[config.mk]
export PLATFORM = sky130hd
export DESIGN_NAME = rx_msg_fifo
export DESIGN_NICKNAME = d
export VERILOG_FILES = /design/src/rtl/rx_msg_fifo.sv
export SDC_FILE = /design/constraint.sdc
export NUM_CORES = 1
export LEC_CHECK = 0
export BUFFER_PORTS_ARGS = -buffer_cell sky130_fd_sc_hd__buf_4
export CORE_ASPECT_RATIO = 0.7
export CORE_MARGIN = 4
export CORE_UTILIZATION = 65
export CTS_CLUSTER_SIZE = 24
export DETAILED_ROUTE_END_ITERATION = 10
export MAX_ROUTING_LAYER = met4
export PLACE_DENSITY = 0.85
export SKIP_CTS_REPAIR_TIMING = 1
export SYNTH_ARGS = -nofsm -noshare
export SYNTH_HDL_FRONTEND = slang
export SYNTH_SLANG_ARGS = --single-unit
[constraint.sdc]
create_clock -name sys_clk -period 34.1 [get_ports sys_clk]
set_input_delay 1.705 -clock sys_clk [delete_from_list [all_inputs] [get_ports sys_clk]]
set_output_delay 1.705 -clock sys_clk [all_outputs]
set_load 0.02 [all_outputs]
[src/rtl/rx_msg_fifo.sv]
// rx_msg_fifo: receive-frame buffer between the CAN RX bit engine and the
// register MUX. Holds up to DEPTH complete frames (ID, DLC, DATA1, DATA2) and
// presents the head frame first-word-fall-through on four read buses. It also
// reports the fill level, full and almost-full flags, and counts frames that
// were dropped because no slot was free.
module rx_msg_fifo #(
  parameter int WORD_W    = 32,
  parameter int DEPTH     = 8,
  parameter int AFULL_LVL = 6,
  parameter int OVF_W     = 8
) (
  input  logic                     sys_clk,
  input  logic                     IP2Can_reset,
  input  logic                     rx_wr_en,
  input  logic [4*WORD_W-1:0]      rx_wr_msg,
  input  logic                     rx_rd_pop,
  input  logic                     ovf_clr,
  output logic [WORD_W-1:0]        rxfifo_id2MUX,
  output logic [WORD_W-1:0]        rxfifo_dlc2MUX,
  output logic [WORD_W-1:0]        rxfifo_dataword12MUX,
  output logic [WORD_W-1:0]        rxfifo_dataword22MUX,
  output logic                     rx_not_empty,
  output logic                     rx_full,
  output logic                     rx_afull,
  output logic [$clog2(DEPTH):0]   rx_level,
  output logic                     rx_overflow,
  output logic [OVF_W-1:0]         rx_ovf_cnt
);

  localparam int PTR_W   = $clog2(DEPTH);
  localparam int LVL_W   = PTR_W + 1;
  localparam int FRAME_W = 4 * WORD_W;

  logic [FRAME_W-1:0] mem [DEPTH];
  logic [PTR_W-1:0]   wr_ptr;
  logic [PTR_W-1:0]   rd_ptr;
  logic               push_acc;
  logic               pop_acc;
  logic               drop;
  logic [FRAME_W-1:0] head;

  // Status flags decoded from the registered level, so they never glitch on inputs.
  assign rx_not_empty = (rx_level != '0);
  assign rx_full      = (rx_level == LVL_W'(DEPTH));
  assign rx_afull     = (rx_level >= LVL_W'(AFULL_LVL));

  // Accept/drop decisions; a pop frees the slot a same-cycle push into a full buffer needs.
  // NOTE: every output of an always_comb is assigned on every path, so no latch is inferred.
  always_comb begin
    push_acc = rx_wr_en && (!rx_full || rx_rd_pop);
    pop_acc  = rx_rd_pop && rx_not_empty;
    drop     = rx_wr_en && !push_acc;
  end

  // Frame storage: written only on an accepted push.
  // NOTE: the memory is deliberately not reset; its contents are masked by rx_level
  // until written, and leaving it out of reset keeps it mappable to plain RAM.
  always_ff @(posedge sys_clk) begin
    if (push_acc && !IP2Can_reset) begin
      mem[wr_ptr] <= rx_wr_msg;
    end
  end

  // Pointers and fill level; pointers wrap naturally at DEPTH (a power of two).
  // NOTE: sequential state uses non-blocking assignments so every register samples
  // the pre-edge values regardless of statement order.
  always_ff @(posedge sys_clk) begin
    if (IP2Can_reset) begin
      wr_ptr   <= '0;
      rd_ptr   <= '0;
      rx_level <= '0;
    end else begin
      if (push_acc) wr_ptr <= wr_ptr + PTR_W'(1);
      if (pop_acc)  rd_ptr <= rd_ptr + PTR_W'(1);
      case ({push_acc, pop_acc})
        2'b10:   rx_level <= rx_level + LVL_W'(1);
        2'b01:   rx_level <= rx_level - LVL_W'(1);
        default: rx_level <= rx_level;
      endcase
    end
  end

  // Overflow accounting; a drop in the same cycle as a clear wins and counts as the first drop.
  always_ff @(posedge sys_clk) begin
    if (IP2Can_reset) begin
      rx_overflow <= 1'b0;
      rx_ovf_cnt  <= '0;
    end else if (drop) begin
      rx_overflow <= 1'b1;
      if (ovf_clr) begin
        rx_ovf_cnt <= OVF_W'(1);
      end else if (rx_ovf_cnt != '1) begin
        rx_ovf_cnt <= rx_ovf_cnt + OVF_W'(1);
      end
    end else if (ovf_clr) begin
      rx_overflow <= 1'b0;
      rx_ovf_cnt  <= '0;
    end
  end

  // Head frame split onto the MUX buses; all zero while the buffer is empty.
  assign head = rx_not_empty ? mem[rd_ptr] : '0;
  assign rxfifo_id2MUX        = head[4*WORD_W-1:3*WORD_W];
  assign rxfifo_dlc2MUX       = head[3*WORD_W-1:2*WORD_W];
  assign rxfifo_dataword12MUX = head[2*WORD_W-1:WORD_W];
  assign rxfifo_dataword22MUX = head[WORD_W-1:0];

endmodule

-- Word level (Yosys, flattened, before mapping)
Memory sizes are Yosys's and may differ from the RTL's. A register that Yosys moved wholly into a read port is not among the register bits.
Cells that the tools add are included.
W data, S select, Z words.
- logic and storage cells: 41
- register bits: 19
- output and inout bits: 144
- memories kept: 1
- memory bits (writable): 1024
- latch bits: 0
- memory bits (read-only): 0
- input port bits: 133
- equality and inequality tests: 4
- divide/modulo/power cells: 0
- order comparisons: 1
- shifts and indexed selects: 0
- add/sub/neg operators: 5
- reduce and logical (&&, ||, !) cells: 13
- multiply operators: 0
- bitwise logic cells: 0
- mux-type cells: 12
- memories (name ; depth ; bits a word ; read ports ; clocked after memory_dff ; write ports ; RTL line ; RTL):
    mem ; 8 ; 128 ; 1 ; 1 ; 1 ; 34 ; logic [FRAME_W-1:0] mem [DEPTH];
- operators with widths (cell ; number):
    $mux W128 ; 1
    $mux W8 ; 4
    $add A8 B1 Y8 const B ; 1
    $ne A8 B8 Y1 const B ; 1
    $pmux W4 S2 ; 1
    $add A3 B1 Y3 const B ; 2
    $mux W3 ; 2
    $reduce_bool A2 Y1 ; 3
    $add A4 B1 Y4 const B ; 1
    $eq A4 B4 Y1 const B ; 1
    $ge A4 B3 Y1 const B ; 1
    $logic_and A1 B1 Y1 ; 4
    $mux W1 ; 4
    $reduce_bool A4 Y1 ; 1
    $sub A4 B1 Y4 const B ; 1
    $logic_not A1 Y1 ; 3
    $eq A2 B1 Y1 const B ; 1
    $eq A2 B2 Y1 const B ; 1
    $reduce_and A2 Y1 ; 1
    $logic_or A1 B1 Y1 ; 1

-- Logic depth before layout (Yosys ltp)
- depth in word-level cells: 8
- depth in mapped cells: 12

-- Worst setup path after synthesis
Ideal clock, no wire load.
- kind: input port to flip-flop
- start point: in rx_rd_pop
- end point: mem mem[1][0] (netlist name), enable pin
- path slack: 18030 ps
- library setup time: 974 ps
- stages: 3
- data arrival time: 15096 ps
- cell sequence: o21a_1 nand2b_1 nor4b_1
- longest elaborated chain between the ends: 5
- RTL lines (item ; RTL line ; RTL):
    start, declared ; 16 ; input logic rx_rd_pop,
    $logic_or A1 B1 Y1 ; 50 ; push_acc = rx_wr_en && (!rx_full || rx_rd_pop);
    $logic_and A1 B1 Y1 ; 50 ;
    $logic_and A1 B1 Y1 ; 59 ; if (push_acc && !IP2Can_reset) begin
    $mux W1 ; 59 ;
    $mux W1 (not written as such) ; 60 ; mem[wr_ptr] <= rx_wr_msg;
    end, declared ; 34 ;
Every way passes these cells.

==> results.md <==
Status:
- The flow ran to the end, and the final reports show no timing, DRC or antenna violations.

Power and ir drop:
- The total internal power is 2.40 mW.
- Per report_power, the sequential group accounts for a little over two fifths of the total.
- Summed over all cells, the static leakage comes to 14.4 nW.
- The maximum resistive drop on vdd is around 120 uV.
- The share of total power dissipated in the clock network is between 20% and 30%.
- The ratio of total power to cell area is 73.7 mW/mm^2.
- The combinational cell fraction of total power is a little over a quarter.
- The power dissipated by switching net loads is roughly 0.97 mW.
- In this run switching power makes up 28.8% of total power.
- The design draws 3.37 mW.

Timing:
- Derived from the worst setup path, the maximum achievable clock frequency is around 0.18 GHz.
- The number of endpoints failing setup at the final stage is 0.
- In this run the tightest slew margin relative to its limit is 27.4%.
- Setup repair after global routing left no endpoint under its margin.
- The worst hold slack after final layout is a little under 0.5 ns.
- The share of the cycle needed by the critical path after routing is 15.9%.
- Between clock sinks in the finished design, the worst skew comes to ~0.014 ns.
- The shortest period the worst path allows is 5.42 ns.
- The max-slew violation total from the final report came to 0.
- The transition at the pin with the smallest max-transition slack is 1.09 ns.
- The worst setup slack after layout is 28.68 ns.
- The total count of hold-check failures in the final report is 0.
- The setup TNS is 0 ns.

CTS:
- The total clock buffers created by CTS is 92.
- The CTS tree is built.
- The maximum level of the CTS H-tree is 3.
- The clock drives between 1k and 1.5k sinks.
- The clock transition at the register clock pins on the worst setup and hold paths after CTS is 0.06 ns.
- The clock passes through at most 3 buffers.
- The later-pin clock latency in the skew report is 0.65 ns.
- The clock tree root buffer cell is sky130_fd_sc_hd__clkbuf_16.

Yosys:
- In the synthesized netlist the dominant register cell turns out to be sky130_fd_sc_hd__edfxtp_1.
- When the netlist entered floorplanning its net count stood at 1894.
- After synthesis, the mean cell area works out to ~23 sq um.
- The netlist area before placement is 0.0398 sq mm.
- Synthesis instantiated 44 different standard cells from the library.
- The number of synthesized register bits is 1046.
- The cell count after synthesis is around 1.8k.
- In the synthesized netlist the async set-or-reset flop fraction comes to 0%.
- The number of enable-type register cells in the synthesized netlist is a little over 1k.
- The post-synthesis sequential area ratio is 78.4%.
- The Yosys warning count is 0.

Setup path:
- The required time at the worst-slack endpoint is 32.39 ns.
- The type of origin of the critical path is a flop.
- The capturing point of the worst reg2reg path is mem[7][47].
- The worst flop-to-flop path startpoint is rx_level[1].
- The worst reg2reg path depth is 5.
- Along the worst path, the maximum fanout reaches 116.
- The worst path arrival time is 3.71 ns.
- By startpoint and endpoint, the worst setup path is classified as flop to primary output.
- STA classifies the critical path endpoint as a primary output.
- The worst reg-to-reg setup slack is 30.75 ns.

Floorplanning:
- The initial standard-cell utilization of the core is approximately two thirds.
- The height of the chip is 215 um.
- Pin placement for this block handled 277 I/O pins.
- The core region is 0.0602 sq mm.
- From left edge to right edge, the die measures 304 um.
- The site row count is 75.
- The die covers 0.0653 sq mm.

Drt:
- The number of nets with antenna violations after detailed routing is 0.
- The via count normalized by instance count is 6.35.
- The routed length per instance is 28.3 um.
- The routed layout has 18.7k vias.
- The number of DRC markers in iteration 0 is 1934.
- The number of remaining DRC errors is 0.
- The wire length reported by the detailed router is 83400 um.
- The detailed-router iteration count before antenna repair is 5.

Cells and area:
- The layout cell share with drive strength beyond 1 is 32.8%.
- The number of standard cells in the layout, taps in and fillers out is 2950.
- The number of fillers in the final layout is 3131.
- The net count of the finished layout is 2195.
- At the end of the flow the core is filled with cells to 75.9%.
- The total non-filler cell area in the finished layout is 0.0458 sq mm.
- The synthesis-to-layout area growth is 14.9%.

Placed design:
- The HPWL after detailed placement is just over 40000 um.
- The number of placed cells counting well taps is around 2.8k.
- The number of I/O port buffers is 276.
- The post-place instance area is roughly 0.043 sq mm.
- The congestion estimate from routability-driven global placement came to 0.761.
- The worst slack at placement is just under 30 ns.

Min path:
- The endpoint of the worst hold-timing path is rx_overflow.
- The path class of the lowest-slack min-delay path is flop to flop.
- Counting instances, the worst hold path has a depth of 2.
- The origin of the worst min-delay path is rx_overflow.

Global route:
- The first global-routing pass estimated 127000 um of wire.
- The initial antenna violation count came to 8.
- The global router's overall resource usage is a little over a quarter.
- Global routing finished with a remaining overflow of 0.
- The largest net degree at the start of global routing is 142.
- The number of global-route vias before repair is 19.9k.

Run:
- The number of violations of the max-capacitance limit is 0.
## synthesized netlist by cell type (2+ instances only)
library cell / instances / area [sq um]
sky130_fd_sc_hd__mux4_2: 256 / 5770
sky130_fd_sc_hd__a21oi_1: 5 / 25.0
sky130_fd_sc_hd__edfxtp_1: 1024 / 30700
sky130_fd_sc_hd__nor2_1: 147 / 552
sky130_fd_sc_hd__a31oi_1: 3 / 18.8
sky130_fd_sc_hd__nand2_1: 10 / 37.5
sky130_fd_sc_hd__buf_2: 25 / 125
sky130_fd_sc_hd__ha_1: 5 / 62.6
sky130_fd_sc_hd__inv_1: 5 / 18.8
sky130_fd_sc_hd__clkbuf_1: 40 / 150
sky130_fd_sc_hd__mux2i_1: 130 / 1300
sky130_fd_sc_hd__nand3_1: 5 / 25.0
sky130_fd_sc_hd__buf_6: 2 / 22.5
sky130_fd_sc_hd__o21ai_0: 2 / 10.0
sky130_fd_sc_hd__nor4b_1: 2 / 17.5
sky130_fd_sc_hd__nand2b_1: 6 / 37.5
sky130_fd_sc_hd__buf_1: 25 / 93.8
sky130_fd_sc_hd__nor4_1: 3 / 18.8
sky130_fd_sc_hd__nand4_1: 2 / 12.5
sky130_fd_sc_hd__xor2_1: 5 / 43.8
sky130_fd_sc_hd__dfxtp_1: 22 / 440
sky130_fd_sc_hd__xnor2_1: 6 / 52.6
sky130_fd_sc_hd__nor3_2: 3 / 30.0
sky130_fd_sc_hd__nor3_1: 3 / 15.0
## critical path, stage by stage, from the launching register on
cell and delay [ns]:
sky130_fd_sc_hd__dfxtp_4 0.96, sky130_fd_sc_hd__buf_12 0.72, sky130_fd_sc_hd__mux4_2 0.64, sky130_fd_sc_hd__mux2i_1 0.30, sky130_fd_sc_hd__nor2_1 0.08, sky130_fd_sc_hd__buf_4 0.19
## worst max-delay path by stage
stage	to	cells past startpoint	slack, ns
CTS	rxfifo_id2MUX[10]	5	28.50
global placement	rxfifo_id2MUX[10]	5	29.25
floorplan	mem[1][0]	3	18.03
global route	rxfifo_id2MUX[10]	5	28.28
detailed placement	rxfifo_id2MUX[10]	5	29.21
finish	rxfifo_dataword12MUX[23]	5	28.68
## power groups by stage
stage                     clock network, mW  registers (mW)  logic (mW)
after floorplan                           0            1.49       0.595
final                                  1.00            1.47       0.898
after global placement                    0            1.50       0.887
after global routing                   1.08            1.48       0.955
after CTS                              1.02            1.47       0.911
after detailed placement                  0            1.50       0.901
## final cells by class
type	instances	area, sq um	area share, %
Sequential cell	1046	31200	68.2
Clock inverter	40	335	0.733
Clock buffer	129	2550	5.58
Tap cell	808	1010	2.21
Timing Repair Buffer	299	2340	5.12
Inverter	6	22.5	0.0492
Multi-Input combinational cell	612	8260	18.1
Antenna cell	10	25.0	0.0547
## layer usage
layer	vias up	GRT usage, %	wire length (um)
li1	7909	-	-
met1	9918	35.7	31600
met2	797	43.4	43400
met3	122	5.64	6610
met4	0	7.00	1840
met5	-	-	0
## placed cells by master (no fill, tap or decap), types with 3 or more instances in the layout
master | Yosys | routed
sky130_fd_sc_hd__nor2_1 | 147 | 145
sky130_fd_sc_hd__xor2_1 | 5 | 5
sky130_fd_sc_hd__buf_4 | 0 | 291
sky130_fd_sc_hd__nand3_1 | 5 | 5
sky130_fd_sc_hd__buf_12 | 0 | 8
sky130_fd_sc_hd__mux2i_1 | 130 | 130
sky130_fd_sc_hd__a31oi_1 | 3 | 3
sky130_fd_sc_hd__xnor2_1 | 6 | 6
sky130_fd_sc_hd__clkinv_1 | 0 | 18
sky130_fd_sc_hd__nor4_2 | 0 | 3
sky130_fd_sc_hd__nor3_2 | 3 | 5
sky130_fd_sc_hd__edfxtp_1 | 1024 | 1024
sky130_fd_sc_hd__clkbuf_1 | 40 | 29
sky130_fd_sc_hd__ha_1 | 5 | 5
sky130_fd_sc_hd__inv_1 | 5 | 5
sky130_fd_sc_hd__diode_2 | 0 | 10
sky130_fd_sc_hd__clkinv_2 | 0 | 12
sky130_fd_sc_hd__nand2_1 | 10 | 10
sky130_fd_sc_hd__bufinv_16 | 0 | 5
sky130_fd_sc_hd__dfxtp_4 | 0 | 3
sky130_fd_sc_hd__clkbuf_16 | 0 | 95
sky130_fd_sc_hd__mux4_2 | 256 | 256
sky130_fd_sc_hd__dfxtp_1 | 22 | 19
sky130_fd_sc_hd__a21oi_1 | 5 | 5
sky130_fd_sc_hd__nand2b_1 | 6 | 6
sky130_fd_sc_hd__clkbuf_8 | 0 | 5
## cells by family (layout without fill, tap and decap cells)
kind of cell,count (synthesis),after routing,share of synthesized area [%]
buffers and inverters,98,474,1.04
AO/OA/AOI/OAI,15,15,0.239
multiplexers,387,387,17.8
flip-flops,1046,1046,78.4
adder cells (fa/ha/maj),5,5,0.157
XOR/XNOR,11,11,0.242
other,0,10,0
AND/OR/NAND/NOR,194,194,2.19
## state kept, by name, indices dropped and copies added (netlist names), named ones only
name         cells
wr_ptr           3
mem           1024
rd_ptr           3
rx_ovf_cnt       8
rx_level         4
rx_overflow      1
(Power assumes the default switching activity.)
